File: src/rtl/posit_pkg.sv
// Shared posit constants, field record and width helpers for the multiplier datapath.
package posit_pkg;

    function automatic int regime_width(input int n);
        return $clog2(n) + 2;
    endfunction

    localparam int P_N  = 16;
    localparam int P_ES = 1;
    localparam int P_KW = regime_width(P_N);

    localparam logic [P_N-1:0] NAR_PAT  = {1'b1, {(P_N-1){1'b0}}};
    localparam logic [P_N-1:0] ZERO_PAT = '0;

    typedef struct packed {
        logic                   sign;
        logic signed [P_KW-1:0] k;
        logic [P_ES-1:0]        exp;
        logic [P_N-1:0]         mant;
        logic                   inf;
        logic                   zero;
    } posit_fields_t;

endpackage

File: src/rtl/posit_regime_detect.sv
// Regime run detector: length and polarity of the leading run of identical bits in mag.
// Purely combinational; a run spanning the whole field reports N-1.
module posit_regime_detect #(
    parameter int N  = 16,
    parameter int RS = $clog2(N)
) (
    input  logic [N-2:0]  mag,
    output logic [RS-1:0] run_len,
    output logic          run_bit
);

    // Highest bit differing from the run bit marks the terminator; later iterations win.
    always_comb begin
        run_bit = mag[N-2];
        run_len = RS'(N - 1);
        for (int i = 0; i < N - 2; i++) begin
            if (mag[i] != run_bit) run_len = RS'(N - 2 - i);
        end
    end

endmodule

File: src/rtl/posit_decode_pipe.sv
// Posit field decoder: per lane sign, regime k, exponent, hidden-bit mantissa, NaR/zero flags.
// Latency 2 cycles (S1 magnitude, S2 regime/extract), 1 beat/cycle throughput.
// Full backpressure: in_ready is combinational from out_ready and stage valids, no skid buffer.
module posit_decode_pipe
    import posit_pkg::*;
#(
    parameter int N     = 16,
    parameter int ES    = 1,
    parameter int LANES = 1,
    parameter int RS    = $clog2(N)
) (
    input  logic                                 clk,
    input  logic                                 rst_n,
    input  logic                                 in_valid,
    output logic                                 in_ready,
    input  logic [LANES*N-1:0]                   in_data,
    output logic                                 out_valid,
    input  logic                                 out_ready,
    output logic [LANES-1:0]                     out_sign,
    output logic [LANES*(RS+2)-1:0]              out_k,
    output logic [LANES*((ES > 0) ? ES : 1)-1:0] out_exp,
    output logic [LANES*N-1:0]                   out_mant,
    output logic [LANES-1:0]                     out_inf,
    output logic [LANES-1:0]                     out_zero
);

    localparam int KW = RS + 2;
    localparam int EW = (ES > 0) ? ES : 1;

    logic s1_vld, s2_vld, s1_ld, s2_ld;

    logic         s1_sign [LANES];
    logic [N-2:0] s1_mag  [LANES];
    logic         s1_inf  [LANES];
    logic         s1_zero [LANES];

    logic         sign_c  [LANES];
    logic [N-2:0] mag_c   [LANES];
    logic         inf_c   [LANES];
    logic         zero_c  [LANES];
    logic [KW-1:0] k_c    [LANES];
    logic [EW-1:0] exp_c  [LANES];
    logic [N-1:0]  mant_c [LANES];

    logic          q_sign [LANES];
    logic [KW-1:0] q_k    [LANES];
    logic [EW-1:0] q_exp  [LANES];
    logic [N-1:0]  q_mant [LANES];
    logic          q_inf  [LANES];
    logic          q_zero [LANES];

    assign s2_ld     = out_ready || !s2_vld;
    assign s1_ld     = s2_ld || !s1_vld;
    assign in_ready  = s1_ld;
    assign out_valid = s2_vld;

    for (genvar g = 0; g < LANES; g++) begin : g_lane
        logic [N-1:0]  word;
        logic [RS-1:0] run_len;
        logic          run_bit;
        logic [N-2:0]  rest;
        logic          special;

        assign word      = in_data[g*N +: N];
        assign sign_c[g] = word[N-1];
        assign mag_c[g]  = word[N-1] ? (~word[N-2:0] + 1'b1) : word[N-2:0];
        assign inf_c[g]  = (word == {1'b1, {(N-1){1'b0}}});
        assign zero_c[g] = (word == '0);

        posit_regime_detect #(.N(N), .RS(RS)) u_regime (
            .mag     (s1_mag[g]),
            .run_len (run_len),
            .run_bit (run_bit)
        );

        // Drop the run and its terminator; bits shifted in past the word end are 0.
        assign rest      = s1_mag[g] << (32'(run_len) + 32'd1);
        assign special   = s1_inf[g] || s1_zero[g];
        assign k_c[g]    = special ? '0 :
                           run_bit ? (KW'(run_len) - KW'(1)) : (KW'(0) - KW'(run_len));
        assign mant_c[g] = special ? '0 : {1'b1, rest << ES};
        if (ES > 0) begin : g_exp
            assign exp_c[g] = special ? '0 : rest[N-2 -: EW];
        end else begin : g_noexp
            assign exp_c[g] = '0;
        end

        assign out_sign[g]          = q_sign[g];
        assign out_k[g*KW +: KW]    = q_k[g];
        assign out_exp[g*EW +: EW]  = q_exp[g];
        assign out_mant[g*N +: N]   = q_mant[g];
        assign out_inf[g]           = q_inf[g];
        assign out_zero[g]          = q_zero[g];
    end

    always_ff @(posedge clk or negedge rst_n) begin
        if (!rst_n) begin
            s1_vld <= 1'b0;
            s2_vld <= 1'b0;
            for (int i = 0; i < LANES; i++) begin
                s1_sign[i] <= 1'b0;
                s1_mag[i]  <= '0;
                s1_inf[i]  <= 1'b0;
                s1_zero[i] <= 1'b0;
                q_sign[i]  <= 1'b0;
                q_k[i]     <= '0;
                q_exp[i]   <= '0;
                q_mant[i]  <= '0;
                q_inf[i]   <= 1'b0;
                q_zero[i]  <= 1'b0;
            end
        end else begin
            if (s1_ld) begin
                s1_vld <= in_valid;
                if (in_valid) begin
                    for (int i = 0; i < LANES; i++) begin
                        s1_sign[i] <= sign_c[i];
                        s1_mag[i]  <= mag_c[i];
                        s1_inf[i]  <= inf_c[i];
                        s1_zero[i] <= zero_c[i];
                    end
                end
            end
            if (s2_ld) begin
                s2_vld <= s1_vld;
                if (s1_vld) begin
                    for (int i = 0; i < LANES; i++) begin
                        q_sign[i] <= s1_sign[i];
                        q_k[i]    <= k_c[i];
                        q_exp[i]  <= exp_c[i];
                        q_mant[i] <= mant_c[i];
                        q_inf[i]  <= s1_inf[i];
                        q_zero[i] <= s1_zero[i];
                    end
                end
            end
        end
    end

endmodule

File: config.mk
export PLATFORM = sky130hd
export DESIGN_NAME = posit_decode_pipe
export DESIGN_NICKNAME = d
export VERILOG_FILES = /design/src/rtl/posit_pkg.sv /design/src/rtl/posit_regime_detect.sv /design/src/rtl/posit_decode_pipe.sv
export SDC_FILE = /design/constraint.sdc
export NUM_CORES = 1
export LEC_CHECK = 0
export ABC_AREA = 1
export CAP_MARGIN = 25
export CORE_MARGIN = 5
export CORE_UTILIZATION = 55
export DETAILED_ROUTE_END_ITERATION = 10
export PLACE_DENSITY = 0.81
export SYNTH_ARGS = -nofsm -noshare
export SYNTH_HDL_FRONTEND = slang
export SYNTH_HIERARCHICAL = 1
export SYNTH_SLANG_ARGS = --single-unit
File: constraint.sdc
create_clock -name clk -period 7.7 [get_ports clk]
set_input_delay 1.155 -clock clk [delete_from_list [all_inputs] [get_ports clk]]
set_output_delay 1.155 -clock clk [all_outputs]
set_load 0.01 [all_outputs]
Yosys cells after proc, flatten, opt, wreduce, memory -nomap -nowiden
Index checks and enable logic that the tools add are counted.

Reductions and logical operators: 8. Multiplexer cells: 19. Equal/unequal tests: 15. Add/sub/neg operators: 4. Shifts and indexed selects: 1. Bitwise logic cells: 1.

Operators by type and width (number): two-way mux 4 bit (7); equality test 16 bit, second input constant (1); zero test 16 bit (1); two-way mux 16 bit (1); adder 15 x 1 -> 15 bit, second input constant (1); two-way mux 15 bit (1); inverter 15 bit (1); left shift 15 x 5 -> 15 bit (1); inequality test 1 bit (14); two-way mux 3 bit (4); two-way mux 6 bit (2); adder 4 x 1 -> 5 bit, second input constant (1); subtractor 1 x 4 -> 5 bit, first input constant (1); subtractor 4 x 1 -> 5 bit, second input constant (1); two-way mux 2 bit (2); AND reduction 2 bit (2); logical OR 1 bit (3); zero test 1 bit (2); two-way mux 1 bit (2).

Output and inout bits: 28. Register bits after elaboration: 46. Logic and storage cells: 60. Bits of input ports: 20.

Logic depth before layout (Yosys ltp)
Word-level depth: 18. Depth in mapped cells: 29. Mapped depth without buffers: 25.

Hierarchy
The synthesis kept the hierarchy.

Modules (own cells, without submodules): posit_decode_pipe (cells an instance 396, times used 1, sequential area each 1101.1 sq um, area an instance 2899.0 sq um); posit_regime_detect (cells an instance 52, times used 1, sequential area each 0.0 sq um, area an instance 334.1 sq um).

Worst setup path after synthesis
No wires, ideal clock.

Kind: register -> register. Start: register s1_mag[14] (netlist name). End: register q_mant, in the netlist out_mant[11]. Data required time: 7584 ps. Buffers on the path: 5. Slack: 4961 ps. Data arrival time: 2623 ps. Stages on the path, launching flop included: 26. Clock period less this slack: 2739 ps. Setup time: 116 ps. Path through: dfrtp_1 buf_6 buf_12 xnor2_4 nand2_1 nand2_1 nand2_1 nand2_1 nand2_1 nand2_1 nand2_1 nand2_1 nand2_1 buf_4 inv_4 buf_6 ha_1 inv_2 buf_6 nand3_1 nand2_1 nand2_1 nand3_1 nand2_1 nand2_1 nand2_1.

Longest elaborated chain between the ends: 18. Elaborated cells between the ends (all ways): 31. Classes of those cells: add/sub (1); eq/ne (14); shift (1); mux (15).

Ends and longest elaborated chain: start, declared (line posit_decode_pipe.sv:33) `logic [N-2:0] s1_mag [LANES];`; start signal, assigned by index (line posit_decode_pipe.sv:118) `s1_mag[i] <= mag_c[i];`; inequality test 1 bit (line posit_regime_detect.sv:17) `if (mag[i] != run_bit) run_len = RS'(N - 2 - i);`; two-way mux 1 bit (line posit_regime_detect.sv:17); two-way mux 2 bit (2 in a row) (line posit_regime_detect.sv:17); two-way mux 3 bit (4 in a row) (line posit_regime_detect.sv:17); two-way mux 4 bit (6 in a row) (line posit_regime_detect.sv:17); two-way mux 4 bit (*) (line posit_regime_detect.sv:17); via g_lane[0].run_len[0] (line posit_decode_pipe.sv:59) `logic [RS-1:0] run_len;`; adder 4 x 1 -> 5 bit (*) (line posit_decode_pipe.sv:77) `assign rest = s1_mag[g] << (32'(run_len) + 32'd1);`; left shift 15 x 5 -> 15 bit (*) (line posit_decode_pipe.sv:77); two-way mux 16 bit (*) (line posit_decode_pipe.sv:81) `assign mant_c[g] = special ? '0 : {1'b1, rest << ES};`; end signal, assigned by index (line posit_decode_pipe.sv:131) `q_mant[i] <= mant_c[i];`; end, declared (line posit_decode_pipe.sv:48) `logic [N-1:0] q_mant [LANES];`.

The timed path passes the listed nets; every way through them passes the cells marked *. A chain may end at the register's enable or synchronous reset.

Worst setup path after layout
Same ends and word-level chain as after synthesis.

==> results.yml <==
clock_network:
  clock_latency_ns: 0.31
  cts-root-buf: "clkbuf_8"
  clock_path_buffers: 2
  clk_pin_slew_ns: 0.09
  clock-sinks: 44
  cts_buffers: 5
  cts_setup_buffers: 0
  cts_max_level: 2
  ctsResizeCount: 0
  cts_tree: "done"
  cts_hold_buf: 0
final_layout:
  fin_area_mm2: 0.00374
  multiInputGateArea_mm2: 0.00180
  n_fill_cell: 560
  area_growth_pct: 15.8
  final_common_cell: "nand2_1"
  final_cell_mix: "174 x nand2_1, 76 x nand3_1, 45 x clkdlybuf4s50_1, 44 x dfrtp_1, 24 x inv_1"
  seq_area_mm2: 0.00110
  fin_util_pct: 64.4
  fin_cells: 557
  n_antenna_cell: 0
  final_net_count: 505
  drive_gt1_share_pct: 7.05
setup_path:
  crit_buf_inv: 3
  critPathTopFamily: "simple AND/OR/NAND/NOR gates"
  worst_path_most_repeated_cell: "nand2_1"
  rr_endpoint: "out_mant[11]$_DFFE_PN0P_"
  slowest_delay_ns: 0.71
  reg2reg_slack_ns: 3.74
  crit_cells: 24
  arrival_ns: 4.21
  crit_required_ns: 7.95
  critPathCaptureType: "register"
  path_class: "reg -> reg"
  cp-startpoint: "s1_mag[14]$_DFFE_PN0P_"
  cp_max_fo: 19
  r2r-start: "s1_mag[14]$_DFFE_PN0P_"
  worst_path_max_delay_cell: "dfrtp_1"
  reg2reg_depth: 24
  cp_cell_sequence: "buf_16 > nand2_1 > nand2_1 > nand3_1 > nand2_1 > nand2_1 > nand2_1 > nand2_1 > nand2_1 > nand2_1 > nand2_1 > nand2_1 > nand2_1 > nand2_1 > nand2_1 > inv_4 > ha_1 > inv_2 > nand3_1 > and2_1 > nand3_1 > nand2_1 > nand2_1 > nand2_1"
  crit_path_start_kind: "register"
  cp-endpoint: "out_mant[11]$_DFFE_PN0P_"
power_and_ir_drop:
  total_power_mw: 1.34
  p_leak_nw: 1.82
  vdd_ir_drop_max_mv: 0.150
  powerDensity_mw_per_mm2: 358
grt:
  grt_remaining_overflow: 0
  grt_pass1_wl_um: 12800
  antenna_found_initial: 0
  grt_usage_pct: 21.2
  grt_pass1_vias: 2844
  grt_start_max_net_pins: 45
synthesis:
  synth-seq-cells: 44
  synth-warning-count: 6
  synth_ff_type: "dfrtp_1"
  synth_nets: 472
  synth.avg_cell_area_um2: 7.22
  synthCells: 448
  synthArstFlopShare_pct: 100
  yosys.cell_types.count: 38
  synth_edf_count: 0
  syn_area_mm2: 0.00323
  seq_area_frac_synth_pct: 34.1
floorplan:
  die_width_um: 86.7
  die_y_um: 86.7
  start_util_pct: 55.6
  die_area_mm2: 0.00751
  ios: 48
  floorplan.rows: 28
  coreArea_mm2: 0.00582
sta:
  skew_ns: 0.0136
  fin_setup_tns_ns: 0
  final.min_clock_period_ns: 3.96
  hold_violations: 0
  timing.final.ws_setup_ns: 3.74
  rsz0062_at_grt: "no"
  holdWs_ns: 0.485
  slew_violations: 0
  setup_viol: 0
  tightest_slew_ns: 0.807
  slew_headroom_pct: 45.9
  period_share_pct: 51.5
  timing.fmax_mhz: 252
drt:
  viasPerCell: 5.28
  ant_nets: 0
  vias: 2939
  wl_per_cell_um: 13.2
  remaining_drc_errors: 0
  first_iter_violations: 151
  drtPass1Iterations: 5
  wl_um: 7370
place:
  dp_slack_ns: 3.45
  port_buffers: 46
  routabilityCongestion: 0.893
  placed_area_mm2: 0.00358
  dpl.cell_count: 547
  hpwl_um: 5780
hold_path:
  min_path_cells: 2
  hp-class: "reg -> reg"
job:
  cap_violations: 0
run_status:
  outcome: "complete, no violations"
[area by class of cell]
cell class | instances | area share (%)
clock buffers | 6 | 2.21
clock inverters | 2 | 1.04
inverters | 29 | 3.34
multi-input cells | 353 | 48.1
flip-flops and latches | 44 | 29.4
well taps | 75 | 2.51
repair buffers | 48 | 13.4
[flip-flops by register name, summed over array words and instances (netlist names)]
| name | cells |
|---|---|
| s1_zero | 1 |
| out_valid | 1 |
| out_exp | 1 |
| s1_mag | 15 |
| s1_inf | 1 |
| out_k | 5 |
| out_mant | 15 |
| s1_vld | 1 |
| s1_sign | 1 |
| out_zero | 1 |
| out_sign | 1 |
| out_inf | 1 |
[cell families after synthesis]
group	count (synthesis)	synth area share, %
other cells	1	0.116
buf+inv	51	10.3
flops	44	34.1
simple gates	290	39.4
xor+xnor	25	9.21
compound gates	33	5.38
fa+ha+maj	4	1.55
[worst reg2reg max path: cells and delay by family, from the launching register on]
family / cells / cell delay [ns]
buf+inv: 3 / 0.68
fa+ha+maj: 1 / 0.68
simple gates: 20 / 1.83
flops: 1 / 0.71
[layer usage]
| layer | vias up | wire (µm) | GRT usage, % |
|---|---|---|---|
| met5 | - | 0 | 0 |
| met4 | 0 | 151 | 7.51 |
| met3 | 12 | 308 | 2.38 |
| met2 | 71 | 3800 | 38.5 |
| met1 | 1355 | 3120 | 25.9 |
| li1 | 1501 | - | - |
[cell usage after synthesis, types with 2 or more instances]
cell type	instances	share of area, %
nand3_2	7	2.2
buf_4	4	0.93
clkbuf_1	2	0.23
nand3_1	76	12
ha_1	4	1.5
a21oi_1	5	0.77
xor2_1	7	1.9
buf_12	2	1.2
xnor2_1	12	3.3
nand2_1	174	20
nand2_2	2	0.39
nor2_1	20	2.3
o21ai_1	5	0.77
dfrtp_1	44	34
o21ai_0	18	2.8
buf_2	5	0.77
nand4_1	2	0.39
inv_2	3	0.35
buf_6	8	2.8
inv_1	24	2.8
xnor2_4	3	2.6
xor2_2	2	1.0
a31oi_1	2	0.39
and2_1	3	0.58
[how the worst min path moves through the flow]
stage                                to                startpoint
2_1_floorplan       s1_sign$_DFFE_PN0P_       s1_sign$_DFFE_PN0P_
3_3_place_gp   out_mant[10]$_DFFE_PN0P_  out_mant[10]$_DFFE_PN0P_
3_5_place_dp   out_mant[11]$_DFFE_PN0P_  out_mant[11]$_DFFE_PN0P_
4_1_cts        out_mant[11]$_DFFE_PN0P_  out_mant[11]$_DFFE_PN0P_
5_1_grt        out_mant[11]$_DFFE_PN0P_  out_mant[11]$_DFFE_PN0P_
6_report        out_mant[9]$_DFFE_PN0P_   out_mant[9]$_DFFE_PN0P_
[power by group]
part	leakage, nW	total [mW]	switching, mW	internal [mW]
combinational	1.22	0.793	0.466	0.327
sequential	0.544	0.357	0.0559	0.301
clock	0.0614	0.190	0.0839	0.106
No activity file was read; power rests on OpenSTA's default activity.
